==> config.mk <==
export PLATFORM = sky130hd
export DESIGN_NAME = vga_sync_gen
export DESIGN_NICKNAME = d
export VERILOG_FILES = /design/src/rtl/vga_timing_pkg.sv /design/src/rtl/vga_vert_counter.sv /design/src/rtl/vga_sync_gen.sv
export SDC_FILE = /design/constraint.sdc
export NUM_CORES = 1
export LEC_CHECK = 0
export CORE_UTILIZATION = 30
export DETAILED_ROUTE_END_ITERATION = 10
export GPL_TIMING_DRIVEN = 1
export SYNTH_ARGS = -nofsm -noshare
export SYNTH_HDL_FRONTEND = slang
export SYNTH_SLANG_ARGS = --single-unit
==> constraint.sdc <==
create_clock -name clk25MHz -period 2.2 [get_ports clk25MHz]
set_input_delay 0.44 -clock clk25MHz [delete_from_list [all_inputs] [get_ports clk25MHz]]
set_output_delay 0.44 -clock clk25MHz [all_outputs]
set_load 0.005 [all_outputs]
==> src/rtl/vga_timing_pkg.sv <==
// -----------------------------------------------------------------------------
// vga_timing_pkg
// Purpose : 640x480@60 VGA timing constants, counter widths and the shared
//           types used by the vertical counter and the sync decoder.
// Ports   : none (package).
// -----------------------------------------------------------------------------
package vga_timing_pkg;

  // Horizontal timing in pixel clocks.
  localparam int unsigned VGA_H_TOTAL      = 800;
  localparam int unsigned VGA_H_VISIBLE    = 640;
  localparam int unsigned VGA_H_SYNC_START = 656;
  localparam int unsigned VGA_H_SYNC_END   = 752;

  // Vertical timing in lines.
  localparam int unsigned VGA_V_TOTAL      = 525;
  localparam int unsigned VGA_V_VISIBLE    = 480;
  localparam int unsigned VGA_V_SYNC_START = 490;
  localparam int unsigned VGA_V_SYNC_END   = 492;

  // Widths.
  localparam int unsigned H_CNT_W     = 16;
  localparam int unsigned V_CNT_W     = 16;
  localparam int unsigned PIX_W       = 10;
  localparam int unsigned FRAME_CNT_W = 8;

  typedef logic [H_CNT_W-1:0]     hcount_t;
  typedef logic [V_CNT_W-1:0]     vcount_t;
  typedef logic [PIX_W-1:0]       pix_t;
  typedef logic [FRAME_CNT_W-1:0] frame_cnt_t;

  // Everything the decoder registers in one bundle, so the reset value and the
  // next-state value are each written in a single place.
  typedef struct packed {
    logic hsync;
    logic vsync;
    logic video_on;
    pix_t pixel_x;
    pix_t pixel_y;
    logic frame_start;
  } sync_out_t;

  localparam sync_out_t SYNC_OUT_RESET = '{
    hsync:       1'b1,
    vsync:       1'b1,
    video_on:    1'b0,
    pixel_x:     '0,
    pixel_y:     '0,
    frame_start: 1'b0
  };

  // Half-open interval test: lo <= v < hi.
  function automatic logic in_range(input logic [15:0] v,
                                    input logic [15:0] lo,
                                    input logic [15:0] hi);
    return (v >= lo) && (v < hi);
  endfunction

endpackage

==> src/rtl/vga_vert_counter.sv <==
// -----------------------------------------------------------------------------
// vga_vert_counter
// Purpose : Line counter. Advances once per cycle that enable is high and wraps
//           V_TOTAL-1 -> 0. Also exposes the line number the decoder must use
//           this cycle (post-advance value) and the frame-wrap strobe.
// Ports   : clk       - pixel clock
//           rst_n     - synchronous active-low reset
//           enable    - line-advance pulse
//           count     - registered current line
//           line_eff  - combinational effective line (count after this edge)
//           wrap      - combinational: this edge wraps to line 0
// -----------------------------------------------------------------------------
module vga_vert_counter
  import vga_timing_pkg::*;
#(
  parameter int unsigned V_TOTAL = VGA_V_TOTAL
) (
  input  logic    clk,
  input  logic    rst_n,
  input  logic    enable,
  output vcount_t count,
  output vcount_t line_eff,
  output logic    wrap
);

  localparam vcount_t V_LAST = vcount_t'(V_TOTAL - 1);

  vcount_t count_q;
  vcount_t count_d;

  always_comb begin
    // NOTE: every combinational output gets a default first so no path leaves
    // it unassigned, which would otherwise infer a latch.
    wrap    = enable && (count_q == V_LAST);
    count_d = count_q;
    if (enable) begin
      count_d = wrap ? '0 : count_q + 1'b1;
    end
  end

  // NOTE: state is updated with non-blocking assignments so every flop samples
  // pre-edge values, independent of statement order.
  always_ff @(posedge clk) begin
    if (!rst_n) begin
      count_q <= '0;
    end else begin
      count_q <= count_d;
    end
  end

  assign count    = count_q;
  assign line_eff = count_d;

endmodule

==> src/rtl/vga_sync_gen.sv <==
// -----------------------------------------------------------------------------
// vga_sync_gen
// Purpose : Turns the upstream horizontal count plus the line-wrap pulse into
//           registered VGA sync, visible-area and pixel-coordinate outputs.
//           All outputs carry one cycle of latency from the horizontalCount
//           sample and decode the line number as it is after this edge.
// Ports   : clk25MHz        - pixel clock
//           reset_n         - synchronous active-low reset
//           enableVertCount - line-advance pulse (coincident with hcount 0)
//           horizontalCount - upstream horizontal position
//           verticalCount   - current line
//           hsync, vsync    - active-low syncs
//           videoOn         - pixel inside the visible area
//           pixelX, pixelY  - visible coordinates, 0 outside the visible area
//           frameStart      - one-cycle pulse on the first pixel of a frame
//           frameCount      - frames seen, wraps 255 -> 0
//                             (only when VGA_FRAME_COUNT_EN is defined)
// Config  : `define VGA_FRAME_COUNT_EN to add the frameCount port and counter.
// -----------------------------------------------------------------------------
module vga_sync_gen
  import vga_timing_pkg::*;
#(
  parameter int unsigned H_VISIBLE    = VGA_H_VISIBLE,
  parameter int unsigned H_SYNC_START = VGA_H_SYNC_START,
  parameter int unsigned H_SYNC_END   = VGA_H_SYNC_END,
  parameter int unsigned V_VISIBLE    = VGA_V_VISIBLE,
  parameter int unsigned V_SYNC_START = VGA_V_SYNC_START,
  parameter int unsigned V_SYNC_END   = VGA_V_SYNC_END,
  parameter int unsigned V_TOTAL      = VGA_V_TOTAL
) (
  input  logic                   clk25MHz,
  input  logic                   reset_n,
  input  logic                   enableVertCount,
  input  logic [H_CNT_W-1:0]     horizontalCount,
  output logic [V_CNT_W-1:0]     verticalCount,
  output logic                   hsync,
  output logic                   vsync,
  output logic                   videoOn,
  output logic [PIX_W-1:0]       pixelX,
  output logic [PIX_W-1:0]       pixelY,
  output logic                   frameStart
`ifdef VGA_FRAME_COUNT_EN
  ,
  output logic [FRAME_CNT_W-1:0] frameCount
`endif
);

  localparam hcount_t H_TOTAL_C      = hcount_t'(VGA_H_TOTAL);
  localparam hcount_t H_VISIBLE_C    = hcount_t'(H_VISIBLE);
  localparam hcount_t H_SYNC_START_C = hcount_t'(H_SYNC_START);
  localparam hcount_t H_SYNC_END_C   = hcount_t'(H_SYNC_END);
  localparam vcount_t V_VISIBLE_C    = vcount_t'(V_VISIBLE);
  localparam vcount_t V_SYNC_START_C = vcount_t'(V_SYNC_START);
  localparam vcount_t V_SYNC_END_C   = vcount_t'(V_SYNC_END);

  vcount_t line_eff;
  logic    frame_wrap;

  vga_vert_counter #(
    .V_TOTAL (V_TOTAL)
  ) u_vert_counter (
    .clk      (clk25MHz),
    .rst_n    (reset_n),
    .enable   (enableVertCount),
    .count    (verticalCount),
    .line_eff (line_eff),
    .wrap     (frame_wrap)
  );

  // ---------------------------------------------------------------------------
  // Decode
  // ---------------------------------------------------------------------------
  sync_out_t out_q;
  sync_out_t out_d;
  logic      h_in_line;
  logic      h_visible;
  logic      v_visible;

  always_comb begin
    // Counts at or beyond the line length are out-of-range upstream values and
    // are forced into blanking with hsync inactive.
    h_in_line = horizontalCount < H_TOTAL_C;
    h_visible = h_in_line && (horizontalCount < H_VISIBLE_C);
    v_visible = line_eff < V_VISIBLE_C;

    out_d             = SYNC_OUT_RESET;
    out_d.hsync       = !(h_in_line &&
                          in_range(horizontalCount, H_SYNC_START_C, H_SYNC_END_C));
    out_d.vsync       = !in_range(line_eff, V_SYNC_START_C, V_SYNC_END_C);
    out_d.video_on    = h_visible && v_visible;
    out_d.frame_start = frame_wrap;
    if (out_d.video_on) begin
      out_d.pixel_x = horizontalCount[PIX_W-1:0];
      out_d.pixel_y = line_eff[PIX_W-1:0];
    end
  end

  always_ff @(posedge clk25MHz) begin
    if (!reset_n) begin
      out_q <= SYNC_OUT_RESET;
    end else begin
      out_q <= out_d;
    end
  end

  assign hsync      = out_q.hsync;
  assign vsync      = out_q.vsync;
  assign videoOn    = out_q.video_on;
  assign pixelX     = out_q.pixel_x;
  assign pixelY     = out_q.pixel_y;
  assign frameStart = out_q.frame_start;

`ifdef VGA_FRAME_COUNT_EN
  // ---------------------------------------------------------------------------
  // Frame counter: steps on the same edge that raises frameStart.
  // ---------------------------------------------------------------------------
  frame_cnt_t frame_count_q;
  frame_cnt_t frame_count_d;

  always_comb begin
    frame_count_d = frame_count_q;
    if (frame_wrap) begin
      frame_count_d = frame_count_q + 1'b1;
    end
  end

  always_ff @(posedge clk25MHz) begin
    if (!reset_n) begin
      frame_count_q <= '0;
    end else begin
      frame_count_q <= frame_count_d;
    end
  end

  assign frameCount = frame_count_q;
`endif

endmodule

==> out/results.tsv, run 1 <==
metric	value	unit
CTS Buf Count	5	
CP startpoint	enableVertCount	
I/O pin cnt	59	
FF-to-FF Start	u_vert_counter.count[0]$_SDFF_PN0_	
count leader, synth	dfxtp_1	
clk slew on worst S/H paths	0.07	ns
clock buffer depth	2	
Critical Path Source Type	input port	
clock sinks	40	
IO Port Bufs	58	
routability cong.	0.949	
Top FF cell, synth	dfxtp_1	
final hold slack	0.652	ns
final period utilization	91.0	%
area grow syn2layout	54.5	%
H-tree depth	2	
number of synthesized flops with an enable pin	0	
Post-Syn Nets	235	
top-area cell type share of the netlist area	43.0	%
top cells by area, synth	dfxtp_1, nor3_1, nor2_1	
Die Area	6530	um^2
Cell Area, Synth	1860	um^2
TritonCTS clock tree	done	
Min-Delay Path Class	reg2reg	
GRT met2 Usage	26.4	%
vias	1797	
# rows	28	
Worst Path Required	2.41	ns
sequential area share after synthesis	43.0	%
number of distinct library cells after synthesis	44	
Yosys reg bits	40	
setup slack, reg-to-reg	0.21	ns
diode count	0	
vias in the first global route	1716	
worst hold path startpoint	u_vert_counter.count[11]$_SDFF_PN0_	
asr flop ratio synth	0	%
Final Max Slew Viols	0	
cells after synthesis	214	
ANT nets after route	0	
global route hottest layer	met2	
post-place instance area	2760	um^2
setup TNS	0	ns
max-cap viol count	0	
Final Util	48.4	%
drt wl/cell	13.3	um
Pre-Repair DR Iteration Count	4	
first-pass GRT wire length	8320	um
Final HPWL DP	3790	um
worst skew pair latency	0.29	ns
setup violators final	0	
postcts setup bufs	0	
Finished Cell Area	2880	um^2
CP max FO	8	
CTS root buf	clkbuf_8	
status	complete, no violations	
global route overflow	0	
nets	322	
initial core utilization	31.3	%
Total GRT Usage	17.0	%
clk_skew	0.00600	ns
Worst EP arrival	2.21	ns
fmax	499	MHz
RSZ-0062 raised after global routing	no	
Peak VDD IR	356	uV
met1 usage	22.5	%
setup ws final	0.198	ns
Power Density	497	nW/um^2
Final Hold Fails	0	
Synth warnings	0	
# DRC	0	
Total Wirelength	5000	um
Iteration-0 DRC Markers	107	
vias per inst	4.77	
number of antenna violations at the first check in global routing	0	
core footprint	5960	um^2
pre-CTS WS	-0.369	ns
Tmin final	2.00	ns
Leak Pwr	0.00114	uW
leading cell types by count after synthesis	dfxtp_1, nor2_1, nor3_1	
die width	80.8	um
Die H	80.8	um
Synth area leader	dfxtp_1	
endpoint class of the critical path	flip-flop	
crit path kind	in2reg	
largest net degree at the start of global routing	21	
share of layout cells above drive strength 1	18.9	%
met3 GRT Util	3.60	%
syn_area_per_cell	8.71	um^2
==> sequential cells by signal (all words and copies together) (netlist names) <==
name	count
pixelY	10
vsync	1
frameStart	1
videoOn	1
pixelX	10
u_vert_counter.count	16
hsync	1
==> power breakdown <==
group / internal [uW] / switching (uW) / leakage [uW]
Clock: 337 / 254 / 0.0000552
Combinational: 63.0 / 48.2 / 0.000758
Sequential: 728 / 2.08 / 0.000323
Total: 1130 / 304 / 0.00114
==> final timing paths <==
check                                         to  cells past startpoint
max                         pixelY[4]$_SDFF_PN0_                      9
min          u_vert_counter.count[11]$_SDFF_PN0_                      3
max reg2reg                 pixelY[4]$_SDFF_PN0_                      8
min reg2reg  u_vert_counter.count[11]$_SDFF_PN0_                      3
==> stage by stage <==
| step | std cells | power [uW] |
|---|---|---|
| after floorplan | 214 | 789 |
| after global placement | 369 | 858 |
| after detailed placement | 369 | 859 |
| after CTS | 377 | 1450 |
| after global routing | 377 | 1500 |
| final | 377 | 1430 |
==> timing repair <==
item,CTS,global route
pin swaps,0,0
setup endpoints to repair,3,4
hold buffers,0,0
resized for setup,1,3
hold endpoints to repair,0,0
==> area by class of cell <==
type | count | area (um^2)
Fill cell | 614 | 3080
Multi-Input combinational cell | 144 | 935
Timing Repair Buffer | 96 | 890
Sequential cell | 40 | 802
Tap cell | 75 | 93.8
Clock buffer | 6 | 72.6
Inverter | 14 | 52.6
Clock inverter | 2 | 35.0
==> cells in the final DEF, fill, tap and decap left out, drive strengths merged, types with 3 or more instances in the layout <==
cell type / n
a21oi: 8
and3: 3
buf: 38
clkbuf: 6
clkdlybuf4s50: 57
dfxtp: 40
inv: 14
nand2: 15
nand3: 6
nand4: 9
nor2: 26
nor3: 21
nor4: 7
nor4b: 3
or3: 3
or4: 3
xnor2: 9
xor2: 5
==> kinds of logic after synthesis <==
family          synth area share, %
xor+xnor                       6.58
compound gates                 8.12
simple gates                   32.0
buf+inv                        7.72
fa+ha+maj                      1.34
other cells                   0.201
flops                          43.0
mux                            1.07
==> worst max-delay path: stages <==
cell	delay (ns)
dlygate4sd2_1	0.30
buf_4	0.16
and4_1	0.21
a21oi_1	0.14
o31ai_1	0.10
buf_4	0.14
a211o_1	0.30
buf_4	0.18
nor4b_4	0.23
==> layer usage <==
metal / wire (um) / share of wire [%]
met5: 0 / 0
met2: 2270 / 45
met1: 2330 / 47
met4: 101 / 2.0
met3: 300 / 6.0
Power figures use the tool's default switching activity.
==> run 2: changes to the inputs <==
--- a/config.mk
+++ b/config.mk
@@ -5,7 +5,9 @@
 export SDC_FILE = /design/constraint.sdc
 export NUM_CORES = 1
 export LEC_CHECK = 0
+export CAP_MARGIN = 20
 export CORE_UTILIZATION = 30
+export CTS_BUF_LIST = sky130_fd_sc_hd__clkbuf_2 sky130_fd_sc_hd__clkbuf_4 sky130_fd_sc_hd__clkbuf_8
 export DETAILED_ROUTE_END_ITERATION = 10
 export GPL_TIMING_DRIVEN = 1
 export SYNTH_ARGS = -nofsm -noshare
==> run 2 against run 1 <==
Total power is 0.86% higher. Maximum frequency is 0.40% lower. Critical path type unchanged. Largest power group unchanged. Non-clock buffer count stayed put. Critical endpoint unchanged.
==> out/results.tsv, run 2 (same netlist as run 1, synthesis figures left out) <==
metric	value	unit
worst-path cell chain	dlygate4sd2_1, buf_4, and4_1, a21oi_1, o31ai_1, buf_4, a211o_1, buf_4, nor4b_4	
largest net degree at the start of global routing	21	
TritonCTS clock tree	done	
Slowest cell on crit path	dlygate4sd2_1	
first-pass GRT wire length	8320	um
Layout fillers	614	
Tmin final	2.01	ns
setup slack, reg-to-reg	0.20	ns
vias per inst	4.76	
Finished Cell Area	2880	um^2
clk slew on worst S/H paths	0.07	ns
CP startpoint	enableVertCount	
RSZ-0062 raised after global routing	no	
Clock Power Share	41.8	%
vias	1796	
drt wl/cell	13.2	um
most common cell after layout, fill and taps aside	clkdlybuf4s50_1	
hold path cells	3	
max-cap viol count	0	
CTS Buf Count	5	
clk_skew	0.00556	ns
commonest cells after routing, fill and taps aside	clkdlybuf4s50_1, dfxtp_1, buf_4	
CP max stage delay	0.30	ns
CP max FO	8	
Final Util	48.4	%
Final HPWL DP	3790	um
global route overflow	0	
core footprint	5960	um^2
reg2reg path depth	8	
Power Density	501	nW/um^2
Critical Path Source Type	input port	
Leak Pwr	0.00114	uW
H-tree depth	2	
die width	80.8	um
FF-to-FF Start	u_vert_counter.count[0]$_SDFF_PN0_	
share of layout cells above drive strength 1	19.2	%
sw frac	21.1	%
combinational power share	7.7	%
Final Hold Fails	0	
Final Max Slew Viols	0	
Die H	80.8	um
nets	322	
clock sinks	40	
capture point of the worst reg-to-reg path	pixelY[4]$_SDFF_PN0_	
setup violators final	0	
Worst path most repeated cell	buf_4	
Worst Path Required	2.41	ns
Total Wirelength	4990	um
number of antenna violations at the first check in global routing	0	
# DRC	0	
Min-Delay Path Class	reg2reg	
worst hold path startpoint	u_vert_counter.count[11]$_SDFF_PN0_	
Pre-Repair DR Iteration Count	4	
clock buffer depth	2	
Peak VDD IR	357	uV
Hold Crit Endpoint	u_vert_counter.count[11]$_SDFF_PN0_	
Total GRT Usage	17.0	%
Psw	304	uW
flip-flop count of the largest register after layout	16	
I/O pin cnt	59	
vias in the first global route	1717	
status	complete, no violations	
Die Area	6530	um^2
crit path kind	in2reg	
ANT nets after route	0	
worst skew pair latency	0.29	ns
CTS root buf	clkbuf_8	
Worst EP arrival	2.22	ns
# rows	28	
cell-internal power	1140	uW
area grow syn2layout	54.7	%
final period utilization	91.4	%
initial core utilization	31.3	%
endpoint class of the critical path	flip-flop	
routability cong.	0.949	
Iteration-0 DRC Markers	129	
cts hold-fix bufs	0	
fmax	497	MHz
IO Port Bufs	58	
Total Power	1440	uW
proportion of power drawn by flip-flops and latches	50.5	%
post-place instance area	2760	um^2
diode count	0	
## run 2: changes by cell type in the layout (fill, tap and decap cells not counted)
cell | previous run | this run
clkbuf_4 | 0 | 1
clkbuf_1 | 1 | 0
## run 2: final cells by class
class	instances	area (um^2)	area share [%]
tap	75	93.8	3.25
clock inverter	2	35.0	1.21
timing repair buffer	96	890	30.8
multi-input combinational	144	935	32.4
inverter	14	52.6	1.82
clock buffer	6	76.3	2.65
sequential	40	802	27.8
## run 2: stage by stage
| step | TNS, ns | setup slack (ns) | hold WS [ns] | instances |
|---|---|---|---|---|
| after floorplan | 0 | 0.147 | 0.545 | 214 |
| after global placement | -5.83 | -0.336 | 0.628 | 369 |
| after detailed placement | -6.46 | -0.369 | 0.640 | 369 |
| after CTS | 0 | 0.103 | 0.659 | 377 |
| after global routing | 0 | 0.00448 | 0.672 | 377 |
| final | 0 | 0.190 | 0.652 | 377 |
## run 2: critical path, delay by kind of cell
family	cells	cell delay, ns
compound gates	3	0.55
buf+inv	4	0.78
simple gates	2	0.44
## run 2: worst max-delay path by stage
stage | to | slack, ns
after global placement | vsync$_SDFF_PN1_ | -0.34
final | pixelY[4]$_SDFF_PN0_ | 0.19
after global routing | pixelY[4]$_SDFF_PN0_ | 0.004
after detailed placement | pixelY[2]$_SDFF_PN0_ | -0.37
after floorplan | vsync$_SDFF_PN1_ | 0.15
after CTS | pixelY[2]$_SDFF_PN0_ | 0.10
## run 2: per-layer routing
| metal | vias to the layer above | share of wire [%] | wire length [um] | global-route usage [%] |
|---|---|---|---|---|
| li1 | 909 | - | - | - |
| met1 | 818 | 48 | 2380 | 22.5 |
| met2 | 61 | 45 | 2260 | 26.3 |
| met3 | 8 | 5.1 | 256 | 3.60 |
| met4 | 0 | 2.0 | 101 | 7.86 |
| met5 | - | 0 | 0 | 0 |
## run 2: timing repair
action	CTS	global route
resized for setup	1	3
setup buffers	0	0
endpoints found under the setup margin	3	4
cloned	0	0
endpoints found under the hold margin	0	0
## run 2: power by group through the flow
stage	logic (uW)	registers, uW	clock network, uW
floorplan	39.7	750	0
global placement	111	747	0
detailed placement	112	747	0
CTS	112	730	621
global route	123	730	657
finish	111	730	603
